`src/rtl/fsk_modulator_if.sv`:
```
// Serial-bit input and waveform output bundle of the FSK modulator.
// master drives valid/bit_in from the message controller; slave is the modulator side.
interface fsk_modulator_if #(
  parameter int OUT_W = 8
);
  logic             valid;
  logic             bit_in;
  logic [OUT_W-1:0] fsk_out;
  logic             busy;
  logic             phase_wrap;

  modport master (
    output valid,
    output bit_in,
    input  fsk_out,
    input  busy,
    input  phase_wrap
  );

  modport slave (
    input  valid,
    input  bit_in,
    output fsk_out,
    output busy,
    output phase_wrap
  );
endinterface

```
`src/rtl/fsk_modulator.sv`:
```
// Binary FSK modulator: phase-continuous triangle wave, step INC0/INC1 per serial bit.
// fsk_out follows the phase register with zero latency; no backpressure, a dropped valid drains to phase 0.
module fsk_modulator #(
  parameter int PHASE_W = 10,
  parameter int OUT_W   = 8,
  parameter int INC0    = 4,
  parameter int INC1    = 8
) (
  input  logic           clk,
  input  logic           reset,
  fsk_modulator_if.slave bus
);

  localparam logic [PHASE_W-1:0] STEP0 = PHASE_W'(INC0);
  localparam logic [PHASE_W-1:0] STEP1 = PHASE_W'(INC1);

  typedef enum logic [1:0] {
    IDLE  = 2'd0,
    RUN   = 2'd1,
    DRAIN = 2'd2
  } state_t;

  state_t             state;
  state_t             state_nxt;
  logic [PHASE_W-1:0] phase;
  logic [PHASE_W-1:0] phase_nxt;
  logic [PHASE_W-1:0] inc;
  logic [PHASE_W:0]   sum;
  logic               ovf;
  logic               sel_bit;
  logic               last_bit;
  logic               wrap_nxt;
  logic               busy_q;
  logic               wrap_q;
  logic [OUT_W-1:0]   tri_t;
  logic [OUT_W-1:0]   fsk_dat;

  // Once valid drops, the step keeps following the last bit seen.
  always_comb begin
    sel_bit = bus.valid ? bus.bit_in : last_bit;
    inc     = sel_bit ? STEP1 : STEP0;
    sum     = {1'b0, phase} + {1'b0, inc};
    ovf     = sum[PHASE_W];
  end

  always_comb begin
    state_nxt = state;
    phase_nxt = phase;
    wrap_nxt  = 1'b0;
    unique case (state)
      IDLE: begin
        if (bus.valid) begin
          state_nxt = RUN;
          phase_nxt = inc;
        end else begin
          phase_nxt = '0;
        end
      end
      RUN: begin
        phase_nxt = sum[PHASE_W-1:0];
        wrap_nxt  = ovf;
        if (!bus.valid) begin
          state_nxt = DRAIN;
        end
      end
      DRAIN: begin
        wrap_nxt = ovf;
        if (bus.valid) begin
          // Re-arm keeps the remainder so the tone stays phase-continuous.
          state_nxt = RUN;
          phase_nxt = sum[PHASE_W-1:0];
        end else if (ovf) begin
          state_nxt = IDLE;
          phase_nxt = '0;
        end else begin
          phase_nxt = sum[PHASE_W-1:0];
        end
      end
      default: begin
        state_nxt = IDLE;
        phase_nxt = '0;
      end
    endcase
  end

  always_ff @(posedge clk or posedge reset) begin
    if (reset) begin
      state    <= IDLE;
      phase    <= '0;
      last_bit <= 1'b0;
      busy_q   <= 1'b0;
      wrap_q   <= 1'b0;
    end else begin
      state  <= state_nxt;
      phase  <= phase_nxt;
      busy_q <= (state_nxt != IDLE);
      wrap_q <= wrap_nxt;
      if (bus.valid) begin
        last_bit <= bus.bit_in;
      end
    end
  end

  // Top phase bit selects the falling half of the triangle.
  always_comb begin
    tri_t   = phase[PHASE_W-2 -: OUT_W];
    fsk_dat = phase[PHASE_W-1] ? ~tri_t : tri_t;
  end

  assign bus.fsk_out    = fsk_dat;
  assign bus.busy       = busy_q;
  assign bus.phase_wrap = wrap_q;

endmodule

```
`src/flat_wrapper.sv`:
```
// flat-port wrapper written by rule: the top's interface ports become plain ports
module fsk_modulator_flat 
#(
  parameter int PHASE_W = 10,
  parameter int OUT_W   = 8,
  parameter int INC0    = 4,
  parameter int INC1    = 8
)
  (clk, reset, bus_valid, bus_bit_in, bus_fsk_out, bus_busy, bus_phase_wrap);
  fsk_modulator_if #(.OUT_W(OUT_W)) bus_i ();
  input  logic clk;
  input  logic reset;
  input wire logic [$bits(bus_i.valid)-1:0] bus_valid;
  input wire logic [$bits(bus_i.bit_in)-1:0] bus_bit_in;
  output wire logic [$bits(bus_i.fsk_out)-1:0] bus_fsk_out;
  output wire logic [$bits(bus_i.busy)-1:0] bus_busy;
  output wire logic [$bits(bus_i.phase_wrap)-1:0] bus_phase_wrap;
  assign bus_i.valid = bus_valid;
  assign bus_i.bit_in = bus_bit_in;
  assign bus_fsk_out = bus_i.fsk_out;
  assign bus_busy = bus_i.busy;
  assign bus_phase_wrap = bus_i.phase_wrap;
  fsk_modulator #(.PHASE_W(PHASE_W), .OUT_W(OUT_W), .INC0(INC0), .INC1(INC1)) u_core (.clk(clk), .reset(reset), .bus(bus_i));
endmodule
```
`config.mk`:
```
export PLATFORM = sky130hd
export DESIGN_NAME = fsk_modulator_flat
export DESIGN_NICKNAME = d
export VERILOG_FILES = /design/src/rtl/fsk_modulator_if.sv /design/src/rtl/fsk_modulator.sv /design/src/flat_wrapper.sv
export SDC_FILE = /design/constraint.sdc
export NUM_CORES = 1
export LEC_CHECK = 0
export ABC_AREA = 1
export ABC_CLOCK_PERIOD_IN_PS = 1650
export BUFFER_PORTS_ARGS = -buffer_cell sky130_fd_sc_hd__buf_2
export CORE_ASPECT_RATIO = 0.9
export CORE_MARGIN = 3
export CORE_UTILIZATION = 48
export DETAILED_ROUTE_END_ITERATION = 10
export PLACE_DENSITY = 0.69
export SLEW_MARGIN = 30
export SYNTH_ARGS = -nofsm -noshare
export SYNTH_HDL_FRONTEND = slang
export SYNTH_SLANG_ARGS = --single-unit
```
`constraint.sdc`:
```
create_clock -name clk -period 1.65 [get_ports clk]
set_input_delay 0.165 -clock clk [delete_from_list [all_inputs] [get_ports clk]]
set_output_delay 0.165 -clock clk [all_outputs]
set_load 0.05 [all_outputs]
```
Word-level counts from Yosys, hierarchy flattened
Cells that the tools add are included.

Word-level logic and storage cells: 25. Output and inout port bits: 10. Register bits after elaboration: 15.

Equality and inequality tests: 2. Bitwise gates (word level): 1. $add $sub $neg: 1. Reductions and logical operators: 3. Muxes and demuxes: 13.

Operator list (count): 10-bit two-way mux (3); 10-bit case mux with 3 select lines (1); 10-bit by 10-bit adder with 11-bit output (1); 2-bit two-way mux (4); 8-bit two-way mux (1); 8-bit NOT (1); 2-bit case mux with 3 select lines (1); 4-bit two-way mux (1); 2-bit by 1-bit equality test with 1-bit output, second input constant (1); 2-bit equality test, second input constant (1); 2-bit zero test (1); 1-bit two-way mux (2); 2-bit nonzero test (1); 2-bit OR reduction (1).

Logic depth before layout (Yosys ltp)
Gate-level depths: netlist of the first run.

Depth after elaboration: 7. Mapped depth: 14. Mapped depth without buffers: 14.

Worst setup path before layout of the first run
No wires, ideal clock.

Path type: flip-flop to flip-flop. Start point: register u_core.last_bit. End point: register u_core.phase[4]. Path buffers: 0. Required time: 1.564 ns. Path slack: -0.077 ns. Cell stages (with the launch flop): 11. Library setup time: 0.086 ns. Data arrival time: 1.641 ns. Path through: dfrtp_1 a21oi_1 inv_1 fa_1 nand2_2 nor2_2 nand2_1 nand2_2 nand3_2 nand2_2 nor3_1.

Longest elaborated chain between the ends: 6.

RTL lines: start: declaration (line fsk_modulator.sv:31) `logic last_bit;`; start signal: assignment (line fsk_modulator.sv:99) `last_bit <= bus.bit_in;`; 1-bit two-way mux (*); named net u_core.sel_bit (line fsk_modulator.sv:30) `logic sel_bit;`; 4-bit two-way mux (*) (line fsk_modulator.sv:41) `inc = sel_bit ? STEP1 : STEP0;`; 10-bit by 10-bit adder with 11-bit output (*) (line fsk_modulator.sv:42) `sum = {1'b0, phase} + {1'b0, inc};`; 10-bit two-way mux (line fsk_modulator.sv:72) `end else if (ovf) begin`; 10-bit two-way mux (line fsk_modulator.sv:68) `if (bus.valid) begin`; 10-bit case mux with 3 select lines (*) (line fsk_modulator.sv:50) `unique case (state)`; named net u_core.phase_nxt[4] (line fsk_modulator.sv:26) `logic [PHASE_W-1:0] phase_nxt;`; end signal: assignment (line fsk_modulator.sv:95) `phase <= phase_nxt;`; end: declaration (line fsk_modulator.sv:25) `logic [PHASE_W-1:0] phase;`.

Mark *: on every way through the listed nets, which the timed path passes. The rest lies on a longest branch.

Worst setup path in the final report of the first run
Start point: register u_core.last_bit. End point: register u_core.phase[8].

The elaborated chain is that of the path after synthesis.

==> results.md, run 1 <==
- The flow ran to the end, but the final reports show violations.
- The checks that failed: negative setup slack.
- The total number of vias is 767.
- The xor/xnor share of the synthesized area is 8.48%.
- Grouping stages by cell kind, the critical path spends the most delay in adder cells.
- The clock buffer count from CTS is 3.
- The leakage power is 0.636 nW.
- The start point of the critical path is u_core.last_bit.
- The signal on the critical path passes through a21oi_2, buf_4, inv_2, fa_2, nand2_2, nor2_4, inv_1, nor2_2, nand2_1, xor2_1, nor2_2.
- The remaining max-slew budget at the tightest pin is 67.2%.
- The CTS tree is built.
- The synthesized area divided by synthesized cell count is 8.10 µm².
- The maximum resistive drop on vdd is 1.00 mV.
- The ratio of total power to cell area is 1430 nW/µm².
- The portion of synthesized area spent on multiplexers is 0%.
- The via count of the first global-routing pass is 738.
- The area added between synthesis and finish is 36.8%.
- The most common cell in the netlist is sky130_fd_sc_hd__nand2_1.
- The post-synthesis instance total is 102.
- The I/O pin count is 14.
- In this run the clock root is driven by a sky130_fd_sc_hd__clkbuf_4.
- Summed over all instances, the cell type with the most area after synthesis is sky130_fd_sc_hd__dfrtp_1.
- No sink is reached through more buffers than the 2 on the longest clock path.
- Excluding fillers, the count of instances in the completed layout stands at 154.
- Yosys printed 0 warnings.
- The effective utilization at floorplan is 54.0%.
- The class of the most critical hold timing path is in2reg.
- The wire length of the first global-routing pass is 3030 µm.
- For this run, the leading register cell type out of synthesis is sky130_fd_sc_hd__dfrtp_1.
- The post-detailed-route count of antenna-violating nets is 0.
- The pin count of the biggest net entering global routing is 14.
- After clock tree synthesis, the clock-pin slew on the worst setup and hold paths is 70 ps.
- The share of the clock period used by the worst path is 114%.
- The average wire length per cell after detail routing is 13.3 µm.
- The largest family of logic cells by synthesized area is simple AND/OR/NAND/NOR gates.
- The maximum net fanout on the critical path is 2.
- The hold violation total from the final report was 0.
- By area the synthesized netlist is led by sky130_fd_sc_hd__dfrtp_1, sky130_fd_sc_hd__ha_1, sky130_fd_sc_hd__nand2_1.
- Input and output buffers added on the ports amount to 13.
- In the routed design, unresolved DRC markers number 0.
- Of the total synthesized cell area, the portion taken by full adders, half adders and majority gates is 13.0%.
- The first TritonRoute pass finished after 4 iterations.
- Summed over all layers, the routed wires come to 2050 µm.
- Setup repair after global routing could not meet its margin everywhere.
- The share of final-layout standard cells stronger than drive strength 1 is 42.4%.
- The data required time at the worst endpoint is 1820 ps.
- The die covers 2250 µm².
- After detailed placement, the design holds a cell count of 143.
- The cell depth of the worst hold path is 5.
- The die is 49.7 µm wide.
- The count of distinct cell types in the synthesized netlist is 17.
- The worst register-to-register path ends at u_core.phase[8].
- The total nets after synthesis is 114.
- The number of buffer and inverter instances along the worst setup path is 3.
- Counting cells, the worst reg-to-reg path comes to 11.
- The cell row count is 13.
- The vertical extent of the die is 45.4 µm.
- STA classifies the critical path startpoint as a flip-flop.
- Across the run, the number of max-cap violations was 0.
- The cell with the largest stage delay on the worst path is sky130_fd_sc_hd__fa_2.
- The post-synthesis sequential area ratio is 39.4%.
- 0 antenna diodes ended up in the layout.
- Counting flops with an async set or reset pin after synthesis yields a share of 100%.
- The floorplan step defined a core boundary enclosing 1530 µm².
- The achievable frequency is 533 MHz.
- The cell area that synthesis handed to floorplanning was 826 µm².
- The met2 usage in global routing is 32.7%.
- In this run the critical register-to-register path is launched from u_core.last_bit.
- The worst setup slack after placement is -157 ps.
- The total routing usage reported by global routing is 18.6%.
- Global routing used 21.2% of the available met1 tracks.
- The shortest clock period the worst path allows after layout is 1870 ps.
- The cell with the most instances on the worst path is sky130_fd_sc_hd__nor2_2.
- The number of pins with negative max-slew slack in the final report is 0.
- The insertion delay to the later sink of the worst-skew pair is 280 ps.
- The proportion of netlist area held by the largest area contributor is 39.4%.
- For hold timing, the worst endpoint is u_core.phase[3].
- After synthesis, the most frequently instantiated cells are sky130_fd_sc_hd__nand2_1, sky130_fd_sc_hd__inv_1, sky130_fd_sc_hd__dfrtp_1, sky130_fd_sc_hd__xor2_1, sky130_fd_sc_hd__ha_1.
- For met3 alone, demand over resource in global routing was 5.28%.
- The via density per instance is 4.98.
- The level count of the clock H-tree is 1.
- The final count of negative-setup-slack endpoints is 12.
- STA classifies the critical path endpoint as a flip-flop.
- The most utilized layer in the global route result is met2.
- The launch point of the worst hold path is bus_bit_in.
- The final worst setup slack is -225 ps.
- In this run, synthesis inferred 0 flip-flops with an integrated enable.
- Between clock sinks in the finished design, the worst skew comes to 3.81 ps.
- After global routing the overflow that remains totals 0.
- The initial antenna violation count came to 0.
- The HPWL after detailed placement is 1350 µm.
- By startpoint and endpoint, the worst setup path is classified as reg2reg.
- The post-synthesis sequential element count is 13.
- The compound-cell area share of the yosys netlist is 3.64%.
- For the pin with the worst max-slew slack, the measured transition is 491 ps.
- The initial detailed-routing violation count is 18.
- The setup check on the worst reg-to-reg path leaves a slack of -220 ps.
- The final layout contains 145 nets.
- In this design, the stage delay of the slowest critical-path cell is 390 ps.
- The data arrival time of the critical path is 2050 ps.
- CTS saw 13 sinks.
- The synthesized netlist devotes 24.8% of its cell area to simple gates.
- The final weighted congestion in routability-driven placement is 0.798.
[placed cells by master (no fill, tap or decap)]
| cell type | instances |
|---|---|
| sky130_fd_sc_hd__nand3_1 | 4 |
| sky130_fd_sc_hd__nand2_2 | 8 |
| sky130_fd_sc_hd__nand3_2 | 1 |
| sky130_fd_sc_hd__nand4_1 | 2 |
| sky130_fd_sc_hd__nand3_4 | 1 |
| sky130_fd_sc_hd__a21oi_2 | 2 |
| sky130_fd_sc_hd__fa_2 | 1 |
| sky130_fd_sc_hd__ha_2 | 1 |
| sky130_fd_sc_hd__o21ai_2 | 1 |
| sky130_fd_sc_hd__dlygate4sd3_1 | 1 |
| sky130_fd_sc_hd__nand2_4 | 2 |
| sky130_fd_sc_hd__a21oi_1 | 3 |
| sky130_fd_sc_hd__xor2_1 | 8 |
| sky130_fd_sc_hd__nor2_4 | 1 |
| sky130_fd_sc_hd__nor2_2 | 4 |
| sky130_fd_sc_hd__nor3_1 | 1 |
| sky130_fd_sc_hd__nor2_1 | 3 |
| sky130_fd_sc_hd__nor3_2 | 1 |
| sky130_fd_sc_hd__dfrtp_1 | 13 |
| sky130_fd_sc_hd__inv_2 | 2 |
| sky130_fd_sc_hd__nand2_1 | 16 |
| sky130_fd_sc_hd__nor3_4 | 1 |
| sky130_fd_sc_hd__buf_4 | 14 |
| sky130_fd_sc_hd__clkbuf_4 | 3 |
| sky130_fd_sc_hd__buf_2 | 13 |
| sky130_fd_sc_hd__clkbuf_1 | 1 |
| sky130_fd_sc_hd__inv_1 | 18 |
| sky130_fd_sc_hd__ha_1 | 6 |
[cells by family (layout without fill, tap and decap cells)]
group | Yosys count | count (layout)
fa+ha+maj | 8 | 8
flops | 13 | 13
xor+xnor | 8 | 8
simple gates | 45 | 45
compound gates | 6 | 6
buf+inv | 22 | 52
[worst reg2reg max path, delay by kind of cell, from the launching register on]
| kind | cells | cell delay (ps) |
|---|---|---|
| DFF | 1 | 380 |
| AOI/OAI and AO/OA | 1 | 180 |
| buffers and inverters | 3 | 290 |
| adders and majority gates | 1 | 390 |
| and+or+nand+nor | 5 | 330 |
| xor gates and xnor gates | 1 | 180 |
[timing repair]
| action | in CTS | in global routing |
|---|---|---|
| endpoints found under the setup margin | 11 | 12 |
| hold endpoints to repair | 13 | 0 |
| pin swaps | 4 | 6 |
| resized for setup | 4 | 18 |
| setup buffers | 3 | 3 |
| hold buffers | 1 | 0 |
[layer usage]
layer	up-vias	part of all wire [%]
met3	6	5.0
met1	368	41
met2	24	52
met4	0	2.0
li1	369	-
met5	-	0
[per-stage QoR]
step	instance area (µm²)	hold WS, ps	power [mW]	util [%]	TNS [ps]
floorplan	832	42.0	1.05	-	0
global placement	972	197	1.22	63.6	-296
detailed placement	972	207	1.24	63.6	-1140
CTS	1050	248	1.46	68.4	-1040
global route	1130	309	1.77	73.9	-3100
finish	1130	258	1.61	73.9	-2190
[how the worst max path moves through the flow]
| stage | endpoint | depth (start not counted) |
|---|---|---|
| after floorplan | u_core.phase[4] | 10 |
| after global placement | u_core.phase[6] | 12 |
| after detailed placement | u_core.bus.busy | 15 |
| after CTS | u_core.bus.busy | 12 |
| after global routing | u_core.bus.busy | 13 |
| final | u_core.phase[8] | 11 |
[report_power, final]
group          switching [mW]  leakage [nW]  total (mW)  internal [mW]
registers              0.0778         0.172       0.474          0.396
logic                   0.632         0.449       0.949          0.316
clock network          0.0987        0.0150       0.193         0.0940
total                   0.809         0.636        1.61          0.806
[state kept, by name, indices dropped and copies added (netlist names)]
signal / flops
u_core.state: 2
u_core.bus.phase_wrap: 1
u_core.phase: 8
u_core.last_bit: 1
u_core.bus.busy: 1
[layout make-up]
type                            instances  area, µm²
Multi-Input combinational cell         67        495
Fill cell                             119        399
Sequential cell                        13        325
Timing Repair Buffer                   28        180
Inverter                               20       75.1
Tap cell                               22       27.5
Clock buffer                            4       26.3
Note: power is estimated with default switching activity, not from simulation.
==> inputs of run 2 (changes only) <==
--- a/config.mk
+++ b/config.mk
@@ -13,5 +13,5 @@
 export CORE_UTILIZATION = 48
 export DETAILED_ROUTE_END_ITERATION = 10
-export PLACE_DENSITY = 0.69
+export PLACE_DENSITY_LB_ADDON = 0.3
 export SLEW_MARGIN = 30
 export SYNTH_ARGS = -nofsm -noshare
==> constraint.sdc (replaced) <==
create_clock -name clk -period 1.65 [get_ports clk]
set_input_delay 0.165 -clock clk [delete_from_list [all_inputs] [get_ports clk]]
set_output_delay 0.165 -clock clk [all_outputs]
set_load 0.1 [all_outputs]
==> run 2 against run 1 <==
Compared with the run above:
- the flow still finishes with violations (negative setup slack)
- global-route usage decreased by 1.9 points
- critical endpoint is now u_core.phase[6]
- sequential share of layout area decreased by 0.16 points
- cell count decreased by 1.3%
- worst setup slack improved by 110 ps
- critical path type unchanged
- largest power group unchanged
- via count decreased by 5.7%
==> results.md, run 2 (same netlist as run 1, synthesis figures left out) <==
- The area of the die came to 2250 µm² (unchanged).
- The cell with the largest stage delay on the worst path was sky130_fd_sc_hd__fa_2 (unchanged).
- The area added between synthesis and finish is 37.6% (was 36.8%).
- The area of the core came to 1530 µm² (unchanged).
- The I/O pin count came to 14 (unchanged).
- The kind of cell adding the most delay to the critical path is simple AND/OR/NAND/NOR gates (was adder cells).
- The buffer type at the clock tree root is sky130_fd_sc_hd__clkbuf_4 (unchanged).
- The x dimension of the die came to 49.7 µm (unchanged).
- The initial detailed-routing violation count is 18 (unchanged).
- The share of final-layout standard cells stronger than drive strength 1 is 32.3% (was 42.4%).
- The most flop-heavy register is u_core.phase (unchanged).
- The total number of vias was 723 (was 767).
- The biggest cell delay along the critical path was 400 ps (was 390 ps).
- The worst setup slack after placement is -129 ps (was -157 ps).
- The cell depth of the worst hold path was 4 (was 5).
- The setup slack of the most critical reg-to-reg path is -120 ps (was -220 ps).
- The post-detailed-route count of antenna-violating nets was 0 (unchanged).
- The via density per instance was 4.76 (was 4.98).
- The total routing usage reported by global routing is 16.7% (was 18.6%).
- The CTS sink count is 13 (unchanged).
- The origin of the critical flop-to-flop path is u_core.last_bit (unchanged).
- The category of the worst setup path launch point is a flip-flop (unchanged).
- The number of buffers inserted by port buffering is 13 (unchanged).
- The level count of the clock H-tree was 1 (unchanged).
- The share of the clock period used by the worst path came to 107% (was 114%).
- The worst reg2reg path endpoint is u_core.phase[6] (was u_core.phase[8]).
- Setup repair after global routing missed its margin: yes (unchanged).
- The clock slew seen by the registers of the worst setup and hold paths came to 70 ps (about the same).
- The worst-case reg-to-reg path depth is 10 (was 11).
- The launch point of the worst hold path is bus_valid (was bus_bit_in).
- The maximum net fanout on the critical path is 5 (was 2).
- The number of DRC violations after detailed routing is 0 (unchanged).
- The number of pins with negative max-slew slack in the final report is 0 (unchanged).
- The maximum resistive drop on vdd is 1.50 mV (was 1.00 mV).
- The fill cell instance count of the final layout is 123 (was 119).
- The cell with the most instances on the worst path is sky130_fd_sc_hd__nand2_2 (was sky130_fd_sc_hd__nor2_2).
- The kind of critical path is reg2reg (unchanged).
- The non-filler instance count after layout came to 152 (was 154).
- The count of antenna diodes in the layout is 0 (unchanged).
- The leakage power is 0.640 nW (was 0.636 nW).
- Result of the run: finished with violations (unchanged).
- The data arrival time of the critical path is 1950 ps (was 2050 ps).
- The post-route worst hold slack is 312 ps (was 258 ps).
- The average wire length per cell after detail routing is 11.1 µm (was 13.3 µm).
- The shortest clock period the worst path allows after layout is 1770 ps (was 1870 ps).
- The post-place instance area is 1030 µm² (was 972 µm²).
- The remaining max-slew budget at the tightest pin came to 67.7% (was 67.2%).
- The max-capacitance violation count was 0 (unchanged).
- The clock buffer count from CTS came to 3 (unchanged).
- The final weighted congestion in routability-driven placement came to 0.838 (was 0.798).
- The number of detailed-route iterations in the first pass is 4 (unchanged).
- The largest clock skew in the final design is 5.55 ps (was 3.81 ps).
- The utilization after layout is 74.3% (was 73.9%).
- The effective utilization at floorplan is 54.0% (unchanged).
- The cell row count was 13 (unchanged).
- Violated checks: negative setup slack (unchanged).
- The net count reported at finish is 143 (was 145).
- Largest registers in the final layout: u_core.phase: 8 flops, u_core.state: 2 flops (unchanged).
- The initial antenna violation count came to 0 (unchanged).
- The transition at the pin with the smallest max-transition slack came to 484 ps (was 491 ps).
- The final count of negative-setup-slack endpoints is 11 (was 12).
- The CTS tree is built (unchanged).
- The class of the most critical hold timing path is in2reg (unchanged).
- The sort of element at the end of the critical path was a flip-flop (unchanged).
- The pin count of the biggest net entering global routing is 14 (unchanged).
- The wire length after detailed routing is 1690 µm (was 2050 µm).
- The number of flip-flops under the largest register name is 8 (unchanged).
- The most frequent standard cell in the layout excluding fill and tap cells is sky130_fd_sc_hd__nand2_1 (was sky130_fd_sc_hd__inv_1).
- The wire length of the first global-routing pass was 2750 µm (was 3030 µm).
- The insertion delay to the later sink of the worst-skew pair is 270 ps (was 280 ps).
- The number of buffer and inverter instances along the worst setup path is 0 (was 3).
- The cell count after placement came to 143 (unchanged).
- The hold violation total from the final report is 0 (unchanged).
- The final worst setup slack is -117 ps (was -225 ps).
- Highest-count cells in the layout ignoring fill and taps: sky130_fd_sc_hd__nand2_1, sky130_fd_sc_hd__inv_1, sky130_fd_sc_hd__buf_4, sky130_fd_sc_hd__dfrtp_1 (was sky130_fd_sc_hd__inv_1, sky130_fd_sc_hd__nand2_1, sky130_fd_sc_hd__buf_4, sky130_fd_sc_hd__buf_2, sky130_fd_sc_hd__dfrtp_1).
- The achievable frequency is 566 MHz (was 533 MHz).
- The post-route cell area is 1140 µm² (was 1130 µm²).
- The global-route congestion overflow total is 0 (unchanged).
- The detailed-placement wirelength estimate came to 1300 µm (was 1350 µm).
- The sink of the worst hold path was u_core.phase[2] (was u_core.phase[3]).
- The via count of the first global-routing pass was 671 (was 738).
- The number of buffers between clock root and the deepest sink is 2 (unchanged).
- The sum of negative setup slack is -792 ps (was -2190 ps).
- The power consumption is 1.80 mW (was 1.61 mW).
- The ratio of total power to cell area is 1590 nW/µm² (was 1430 nW/µm²).
- The data required time at the worst endpoint is 1840 ps (was 1820 ps).
- Critical path, cell by cell: a21oi_4, ha_4, fa_2, nand2_2, nor2_2, nand2_1, nand2_2, nand3_2, nand2_4, nor3_1 (was a21oi_2, buf_4, inv_2, fa_2, nand2_2, nor2_4, inv_1, nor2_2, nand2_1, xor2_1, nor2_2).
- The vertical extent of the die is 45.4 µm (unchanged).
-- run 2: changes by cell type in the layout (fill, tap and decap cells not counted), sizes merged --
cell,before,now
buf,27,25
-- run 2: what timing repair did --
| action | CTS | global route |
|---|---|---|
| setup endpoints to repair | 12 | 11 |
| endpoints found under the hold margin | 13 | 0 |
| setup buffers | 2 | 2 |
| pin swaps | 2 | 3 |
| gates resized for setup | 3 | 5 |
| hold buffers | 1 | 0 |
-- run 2: worst max-delay path by stage --
stage | cells past startpoint | startpoint | endpoint | slack, ps
2_1_floorplan | 2 | u_core.phase[9] | bus_fsk_out[1] | -510
3_3_place_gp | 13 | bus_valid | u_core.phase[6] | -50
3_5_place_dp | 13 | bus_valid | u_core.phase[7] | -130
4_1_cts | 10 | u_core.last_bit | u_core.phase[7] | -120
5_1_grt | 9 | u_core.last_bit | u_core.phase[7] | -220
6_report | 10 | u_core.last_bit | u_core.phase[6] | -120
-- run 2: final cells by class --
class	instances	area, µm²	area share [%]
clock buffer	4	26.3	2.31
inverter	20	75.1	6.61
multi-input combinational	67	454	40.0
sequential	13	325	28.6
tap	22	27.5	2.42
timing repair buffer	26	228	20.0
-- run 2: worst register-to-register path: stages, from the launching register on --
cell	delay, ps
sky130_fd_sc_hd__dfrtp_1	380
sky130_fd_sc_hd__a21oi_4	90
sky130_fd_sc_hd__ha_4	170
sky130_fd_sc_hd__fa_2	400
sky130_fd_sc_hd__nand2_2	90
sky130_fd_sc_hd__nor2_2	40
sky130_fd_sc_hd__nand2_1	80
sky130_fd_sc_hd__nand2_2	70
sky130_fd_sc_hd__nand3_2	110
sky130_fd_sc_hd__nand2_4	90
sky130_fd_sc_hd__nor3_1	160
-- run 2: power by group --
| group | total, mW | internal (mW) | switching, mW |
|---|---|---|---|
| Combinational | 1.15 | 0.399 | 0.752 |
| Clock | 0.186 | 0.0937 | 0.0924 |
| Sequential | 0.468 | 0.396 | 0.0727 |
-- run 2: metal layers --
layer	vias to the layer above	part of all wire [%]	track usage, %
met5	-	0	0
met4	0	0.65	4.97
met2	20	49	28.0
li1	366	-	-
met1	335	43	19.4
met3	2	7.2	7.59
